===== src/rtl/key_event_scheduler.sv =====
// Key event scheduler: turns debounced active-low key levels into press and
// auto-repeat events, one per key FSM, funnelled through a round-robin
// arbiter into a single registered valid/ready output slot.
//
// Output handshake: ev_valid/ev_key/ev_type are registered. An event is
// consumed on a rising edge where ev_valid and ev_ready are both high. While
// ev_valid=1 and ev_ready=0 the slot holds stable. The slot is free when it
// is empty or being consumed on this edge, and only then may a new grant load.
//
// dbg_state exposes each key FSM state as two bits (key i at [2i+1:2i]):
// 0 = IDLE, 1 = HOLD, 2 = RPT.
// N_KEYS must be at least 2.
module key_event_scheduler #(
   parameter int N_KEYS        = 4,
   parameter int HOLD_CYCLES   = 50000000,
   parameter int REPEAT_CYCLES = 10000000
) (
   input  logic                      clk,
   input  logic                      rst,
   input  logic [N_KEYS-1:0]         key_in,
   input  logic                      ev_ready,
   output logic                      ev_valid,
   output logic [$clog2(N_KEYS)-1:0] ev_key,
   output logic                      ev_type,
   output logic [N_KEYS-1:0]         key_held,
   output logic [2*N_KEYS-1:0]       dbg_state
);

   localparam int KW   = $clog2(N_KEYS);
   localparam int MAXC = (HOLD_CYCLES > REPEAT_CYCLES) ? HOLD_CYCLES : REPEAT_CYCLES;
   localparam int CW   = $clog2(MAXC + 1);

   localparam logic [CW-1:0] HOLD_LAST = CW'(HOLD_CYCLES - 1);
   localparam logic [CW-1:0] RPT_LAST  = CW'(REPEAT_CYCLES - 1);
   localparam logic [KW:0]   NK        = (KW+1)'(N_KEYS);
   localparam logic [KW-1:0] LAST_KEY  = KW'(N_KEYS - 1);

   typedef enum logic [1:0] {
      S_IDLE = 2'd0,
      S_HOLD = 2'd1,
      S_RPT  = 2'd2
   } state_t;

   // Per-key state
   state_t            r_state [N_KEYS];
   logic [CW-1:0]     r_cnt   [N_KEYS];
   logic [N_KEYS-1:0] r_key_prev;
   logic [N_KEYS-1:0] r_pend_press;
   logic [N_KEYS-1:0] r_pend_rpt;

   // Output slot and arbiter pointer
   logic              r_ev_valid;
   logic [KW-1:0]     r_ev_key;
   logic              r_ev_type;
   logic [KW-1:0]     r_rr_ptr;

   // Combinational helpers
   logic [N_KEYS-1:0] w_press_edge;
   logic [N_KEYS-1:0] w_set_press;
   logic [N_KEYS-1:0] w_set_rpt;
   logic [N_KEYS-1:0] w_release;
   logic [N_KEYS-1:0] w_pend_any;
   logic [N_KEYS-1:0] w_clr_press;
   logic [N_KEYS-1:0] w_clr_rpt;
   logic              w_slot_free;
   logic              w_gnt_found;
   logic [KW-1:0]     w_gnt_idx;
   logic              w_grant;

   // (base + off) mod N_KEYS for operands already below N_KEYS
   function automatic logic [KW-1:0] f_wrap(input logic [KW-1:0] base,
                                            input logic [KW-1:0] off);
      logic [KW:0] s;
      s = {1'b0, base} + {1'b0, off};
      if (s >= NK) s = s - NK;
      return s[KW-1:0];
   endfunction

   assign w_press_edge = r_key_prev & ~key_in;
   assign w_pend_any   = r_pend_press | r_pend_rpt;
   assign w_slot_free  = ~r_ev_valid | ev_ready;
   assign w_grant      = w_slot_free & w_gnt_found;

   // Per-key flag requests derived from the current FSM state and counter
   always_comb begin
      w_set_press = '0;
      w_set_rpt   = '0;
      w_release   = '0;
      for (int i = 0; i < N_KEYS; i++) begin
         case (r_state[i])
            S_IDLE: w_set_press[i] = w_press_edge[i];
            S_HOLD: begin
               w_release[i] = key_in[i];
               w_set_rpt[i] = ~key_in[i] && (r_cnt[i] == HOLD_LAST);
            end
            S_RPT: begin
               w_release[i] = key_in[i];
               w_set_rpt[i] = ~key_in[i] && (r_cnt[i] == RPT_LAST);
            end
            default: ;
         endcase
      end
   end

   // Round-robin search for the first pending key starting at r_rr_ptr
   always_comb begin
      w_gnt_found = 1'b0;
      w_gnt_idx   = '0;
      for (int k = 0; k < N_KEYS; k++) begin
         if (!w_gnt_found && w_pend_any[f_wrap(r_rr_ptr, KW'(k))]) begin
            w_gnt_found = 1'b1;
            w_gnt_idx   = f_wrap(r_rr_ptr, KW'(k));
         end
      end
   end

   // Clear only the flag that the grant issues; press goes out before repeat
   always_comb begin
      w_clr_press = '0;
      w_clr_rpt   = '0;
      if (w_grant) begin
         if (r_pend_press[w_gnt_idx]) w_clr_press[w_gnt_idx] = 1'b1;
         else                         w_clr_rpt[w_gnt_idx]   = 1'b1;
      end
   end

   // Key FSMs, hold/repeat counters and pending flags (a new set beats a grant clear)
   always_ff @(posedge clk or posedge rst) begin
      if (rst) begin
         r_key_prev   <= '1;
         r_pend_press <= '0;
         r_pend_rpt   <= '0;
         for (int i = 0; i < N_KEYS; i++) begin
            r_state[i] <= S_IDLE;
            r_cnt[i]   <= '0;
         end
      end else begin
         r_key_prev   <= key_in;
         r_pend_press <= (r_pend_press & ~w_clr_press) | w_set_press;
         r_pend_rpt   <= ((r_pend_rpt & ~w_clr_rpt) | w_set_rpt) & ~w_release;
         for (int i = 0; i < N_KEYS; i++) begin
            case (r_state[i])
               S_IDLE: begin
                  if (w_press_edge[i]) begin
                     r_state[i] <= S_HOLD;
                     r_cnt[i]   <= '0;
                  end
               end
               S_HOLD: begin
                  if (key_in[i]) begin
                     r_state[i] <= S_IDLE;
                     r_cnt[i]   <= '0;
                  end else if (r_cnt[i] == HOLD_LAST) begin
                     r_state[i] <= S_RPT;
                     r_cnt[i]   <= '0;
                  end else begin
                     r_cnt[i]   <= r_cnt[i] + 1'b1;
                  end
               end
               S_RPT: begin
                  if (key_in[i]) begin
                     r_state[i] <= S_IDLE;
                     r_cnt[i]   <= '0;
                  end else if (r_cnt[i] == RPT_LAST) begin
                     r_cnt[i]   <= '0;
                  end else begin
                     r_cnt[i]   <= r_cnt[i] + 1'b1;
                  end
               end
               default: begin
                  r_state[i] <= S_IDLE;
                  r_cnt[i]   <= '0;
               end
            endcase
         end
      end
   end

   // Output slot: load on grant, drop valid when freed with nothing pending
   always_ff @(posedge clk or posedge rst) begin
      if (rst) begin
         r_ev_valid <= 1'b0;
         r_ev_key   <= '0;
         r_ev_type  <= 1'b0;
         r_rr_ptr   <= '0;
      end else if (w_grant) begin
         r_ev_valid <= 1'b1;
         r_ev_key   <= w_gnt_idx;
         r_ev_type  <= ~r_pend_press[w_gnt_idx];
         r_rr_ptr   <= (w_gnt_idx == LAST_KEY) ? '0 : w_gnt_idx + 1'b1;
      end else if (w_slot_free) begin
         r_ev_valid <= 1'b0;
      end
   end

   // Pack FSM states for observation
   always_comb begin
      dbg_state = '0;
      for (int i = 0; i < N_KEYS; i++) begin
         dbg_state[2*i +: 2] = r_state[i];
      end
   end

   assign ev_valid = r_ev_valid;
   assign ev_key   = r_ev_key;
   assign ev_type  = r_ev_type;
   assign key_held = ~r_key_prev;

endmodule

===== config.mk =====
export PLATFORM = sky130hd
export DESIGN_NAME = key_event_scheduler
export DESIGN_NICKNAME = d
export VERILOG_FILES = /design/src/rtl/key_event_scheduler.sv
export SDC_FILE = /design/constraint.sdc
export NUM_CORES = 1
export LEC_CHECK = 0
export CAP_MARGIN = 20
export CORE_ASPECT_RATIO = 1.1
export CORE_MARGIN = 4
export CORE_UTILIZATION = 33
export DETAILED_ROUTE_END_ITERATION = 12
export GPL_TIMING_DRIVEN = 0
export HOLD_SLACK_MARGIN = 0.06
export MAX_ROUTING_LAYER = met4
export PLACE_DENSITY = 0.57
export SYNTH_ARGS = -nofsm -noshare
export SYNTH_HDL_FRONTEND = slang
export SYNTH_SLANG_ARGS = --single-unit

===== constraint.sdc =====
create_clock -name clk -period 5.1 [get_ports clk]
set_input_delay 0.765 -clock clk [delete_from_list [all_inputs] [get_ports clk]]
set_output_delay 0.765 -clock clk [all_outputs]
set_load 0.1 [all_outputs]

Word level (Yosys, flattened, before mapping)
Index checks and enable logic that the tools add are counted. W data, S select, Z words.

Output and inout port bits: 16. Input bits: 7. Logic and storage cells: 201. Register bits: 130.

$lt $le $gt $ge: 10. Bitwise gates (word level): 20. Reduce and logical (&&, ||, !) cells: 28. Muxes and demuxes: 87. Equality and inequality tests: 29. Add/sub/neg operators: 12.

Operators with widths (count): $mux W26 (20); $pmux W26 S3 (4); $add A26 B1 Y26 const B (4); $eq A26 B24 Y1 const B (4); $eq A26 B26 Y1 const B (4); $mux W2 (25); $pmux W2 S3 (4); $mux W1 (20); $not A4 Y4 (5); $and A4 B4 Y4 (4); $mux W4 (4); $ne A2 B2 Y1 const B (8); $lt A2 B3 Y1 const B (5); $logic_and A1 B1 Y1 (12); $ne A3 B3 Y1 const B (4); $or A4 B4 Y4 (3); $reduce_and A3 Y1 (4); $bmux W1 S2 (5); $eq A2 B2 Y1 const B (5); $ge A3 B3 Y1 const B (3); $eq A2 B1 Y1 const B (4); $logic_not A2 Y1 (4); $pmux W1 S2 (4); $reduce_or A2 Y1 (4); 12 further kinds (23).

Logic depth before layout (Yosys ltp)
Depth after elaboration: 24. Mapped depth: 9. Mapped depth without buffers: 8.

Worst setup path before layout
Ideal clock, no wire load.

Kind: flip-flop to flip-flop. Start point: register r_state, in the netlist dbg_state[5]. End point: register r_cnt[48] (netlist bit). Slack: 2.336 ns. Arrival time: 2.632 ns. Period minus slack after synthesis: 2.764 ns. Path buffers: 0. Library setup time: 0.132 ns. Cell stages (with the launch flop): 8. Required time: 4.968 ns. Cells stage by stage: dfrtp_1 > inv_1 > ha_1 > a2111oi_0 > nand2_1 > nor3_1 > xnor2_1 > nor2_1.

Cells in the longest elaborated chain, start to end: 2. Elaborated cells between the ends (all ways): 5. Classes of those cells: 3 x eq/ne; 1 x mux; 1 x reduce/logical.

RTL lines: from (decl) (RTL line 45) `state_t r_state [N_KEYS];`; from (signal, indexed assignment) (RTL line 134) `r_state[i] <= S_IDLE;`; from (signal, indexed assignment) (RTL line 145) `r_state[i] <= S_HOLD;`; from (signal, indexed assignment) (RTL line 151) `r_state[i] <= S_IDLE;`; $eq A2 B2 Y1 (tied with other cells) (RTL line 142) `case (r_state[i])`; $pmux W26 S3 or $ne A2 B2 Y1 (tied branches); to (signal, indexed assignment) (RTL line 157) `r_cnt[i] <= r_cnt[i] + 1'b1;`; to (signal, indexed assignment) (RTL line 167) `r_cnt[i] <= r_cnt[i] + 1'b1;`; to (decl) (RTL line 46) `logic [CW-1:0] r_cnt [N_KEYS];`.

Parallel ways exist; a longest one is shown, timed or not. A chain may end at the register's enable or synchronous reset.

Final worst setup path
Start point: register r_cnt[52] (netlist bit). End point: register r_cnt[66] (netlist bit).

Cells in the longest elaborated chain, start to end: 4. Elaborated cells between the ends (all ways): 8. Classes of those cells: 1 x add/sub; 2 x eq/ne; 5 x mux.

RTL lines (RTL line): $add A26 B1 Y26 (tied with other cells) (157, 167); $mux W26, on equally long branches (164, 153); $mux W26, on equally long branches (161, 150); $pmux W26 S3 * (142).

Every way passes the cells marked *; elsewhere a longest branch is shown, timed or not.

==> metrics.txt <==
status complete, no violations; Max-Cap Viols 0; Sw Ratio 0.3507; CP Buf/Inv Count 2; Hold Path Depth 2; WL/cell between 10 and 15 µm; drt first pass iters 5; Layout Utilization 0.3943; Root Driver clkbuf_16; sw power approximately 1300 µW; Seq cells post-synth 130; H-tree depth 4; Main synth FF type dfrtp_1; Tmin final 2.923 ns; crit-path cells ha_1, and4_1, clkbuf_1, nand4_1, o21ai_0, a21oi_2, nor2_1, buf_2, nor2_1; clock buffer depth 2; DRT iter0 DRCs 342; P per Cell Area roughly 400 mW/mm²; TritonCTS buffer count 17; Pleak roughly 0.0037 µW; Worst Setup Path Type flop to flop; post-route ant nets 0; Syn Inst Count 810; Top delay family on crit path simple AND/OR/NAND/NOR gates; final WL 17140 µm; worst r2r dst r_cnt[66]; post-route setup TNS 0 ns; Avg Inst Size Synth between 9 and 10 µm²; Initial Utilization 0.3354; crit path DAT approximately 3.2 ns; CTS tree yes; vias per cell just over 5; Global Route Usage Sum 0.1508; IO Pins 23; CTS sink cnt 130; commonest non-fill, non-tap cell in the layout dfrtp_1; DR DRC count 0; first-pass GRT wire length 29810 µm; # port buffers 22; antenna violations before repair 0; Worst path slowest cell o21ai_0; gpl congestion slightly above 0.8; EDFF count, synth 0; Final Slew Violations 0; Slew HR 0.3077; critical path required time about 5.4 ns; Layout Nets a little under 900; Comb pwr share 0.283; Crit. End Element flop; sequential-to-total area share from yosys stat 0.4393; Clk pwr share 0.394; Clock transition at path regs 0.06 ns; # diodes 0; Synthesized Nets about 840; Max stage delay on crit path between 0.4 and 0.5 ns; Area growth syn-to-layout 17.55%; Worst Setup SP r_cnt[52]; Die Wd ~150 µm; Detailed Place HPWL around 12000 µm; Cell variety after synth 65; cell mode on critical path nor2_1; Final Cycle Share 0.5732; sequential share of power 0.323; Post-CTS Resized 0; Skew-Pair Late Insertion Delay 0.43 ns; cell area after synthesis about 0.0074 mm²; Post-CTS Setup Inserts 0; Synth Warn # 0; Worst Tran Pin Value between 1 and 1.5 ns; Hold Violations, Final 0; Critical Path End r_cnt[66]; clk_skew between 0.01 and 0.015 ns; vias in the first global route ~6000; Final WS setup about 2.2 ns; share of cells above drive strength 1 0.08083; Max Clk Rate between 0.3 and 0.4 GHz; Finish-stage setup viols 0; Crit Reg-Reg Startpoint r_cnt[52]; Critical Path Stages 9; maximum vdd ir drop between 0.0002 and 0.00025 V; Fillers roughly 2200; maximum fanout along the worst path 10; Die Y between 150 and 200 µm; standard-cell row count 57; worst slack, placed about 1.8 ns; largest net degree at the start of global routing 83; CP Launch Type flop; Core Area about 0.022 mm²; Congestion Overflow GR 0; R2R setup slack about 2.2 ns; RSZ-0062 raised after global routing no; Async S/R FF share, synth 1.000; worst min path class flop to flop; Pint ~2300 µW; DR vias 5987; die area around 0.025 mm²; most frequent cells in the layout 126 x dfrtp_1, 109 x nor2_1, 71 x nand2_1; hold_buf cts 0; R2R cell count 9
[per-stage QoR]
| step | hold WS, ns | std cells | total power, µW | cell area (µm²) |
|---|---|---|---|---|
| after floorplan | 0.4657 | 810 | 1932 | 7416 |
| after global placement | 0.4674 | 1127 | 2189 | 8005 |
| after detailed placement | 0.4740 | 1129 | 2197 | 8041 |
| after CTS | 0.4931 | 1161 | 3631 | 8717 |
| after global routing | 0.5145 | 1161 | 3782 | 8717 |
| final | 0.4893 | 1161 | 3588 | 8717 |
[sequential cells by signal, summed over array words and instances (netlist names)]
signal,cells
r_pend_rpt,4
dbg_state,8
ev_valid,1
ev_type,1
r_pend_press,4
r_rr_ptr,2
r_cnt,104
ev_key,2
r_key_prev,4
[cell type report]
class	instances	area (µm²)	area share
plain buffers	23	135.1	0.01550
clock inverters	13	232.7	0.02670
well taps	295	369.1	0.04234
inverters	36	140.1	0.01608
clock buffers	19	442.9	0.05081
multi-input cells	621	3887	0.4460
flip-flops and latches	130	3258	0.3738
repair buffers	24	251.5	0.02885
[cell usage after synthesis, types with 16 or more instances]
cell	instances	area (µm²)
a21oi_1	16	80.08
xnor2_1	33	289.0
nand2_1	71	266.5
and3_1	26	162.7
a22o_1	21	183.9
nor3_1	22	110.1
nor2_1	109	409.1
inv_1	36	135.1
nand4_1	29	181.4
dfrtp_1	126	3153
ha_1	20	250.2
xor2_1	28	245.2
o21ai_0	35	175.2
nand3_1	53	265.3
[metal layers]
layer	GRT usage	wire [µm]	up-vias
li1	-	-	2997
met1	0.1917	8162	2887
met2	0.2380	8122	79
met3	0.03439	564	24
met4	0.05194	293	0
met5	-	0	-
[power groups by stage]
stage               combinational (µW)  clock, µW  sequential, µW
floorplan                          582          0            1350
global placement                  1010          0            1180
detailed placement                1020          0            1180
CTS                               1030       1440            1160
global route                      1120       1490            1170
finish                            1020       1410            1160
[worst min-delay path by stage]
stage | startpoint | endpoint
final | ev_key[0] | ev_key[0]
after global routing | ev_key[0] | ev_key[0]
after CTS | ev_key[0] | ev_key[0]
after detailed placement | ev_key[1] | ev_key[1]
after global placement | ev_key[1] | ev_key[1]
after floorplan | r_cnt[1] | r_cnt[1]
[worst min-delay path: stages, from the launching register on]
cell	delay, ns
dfrtp_1	0.34
nand2_1	0.05
o21ai_0	0.06
[logic make-up after synthesis]
kind of cell	share of synthesized area
compound gates	0.1301
xor+xnor	0.07204
fa+ha+maj	0.03374
buf+inv	0.03644
flops	0.4393
mux	0.01434
simple gates	0.2740
No activity file was read; power rests on OpenSTA's default activity.
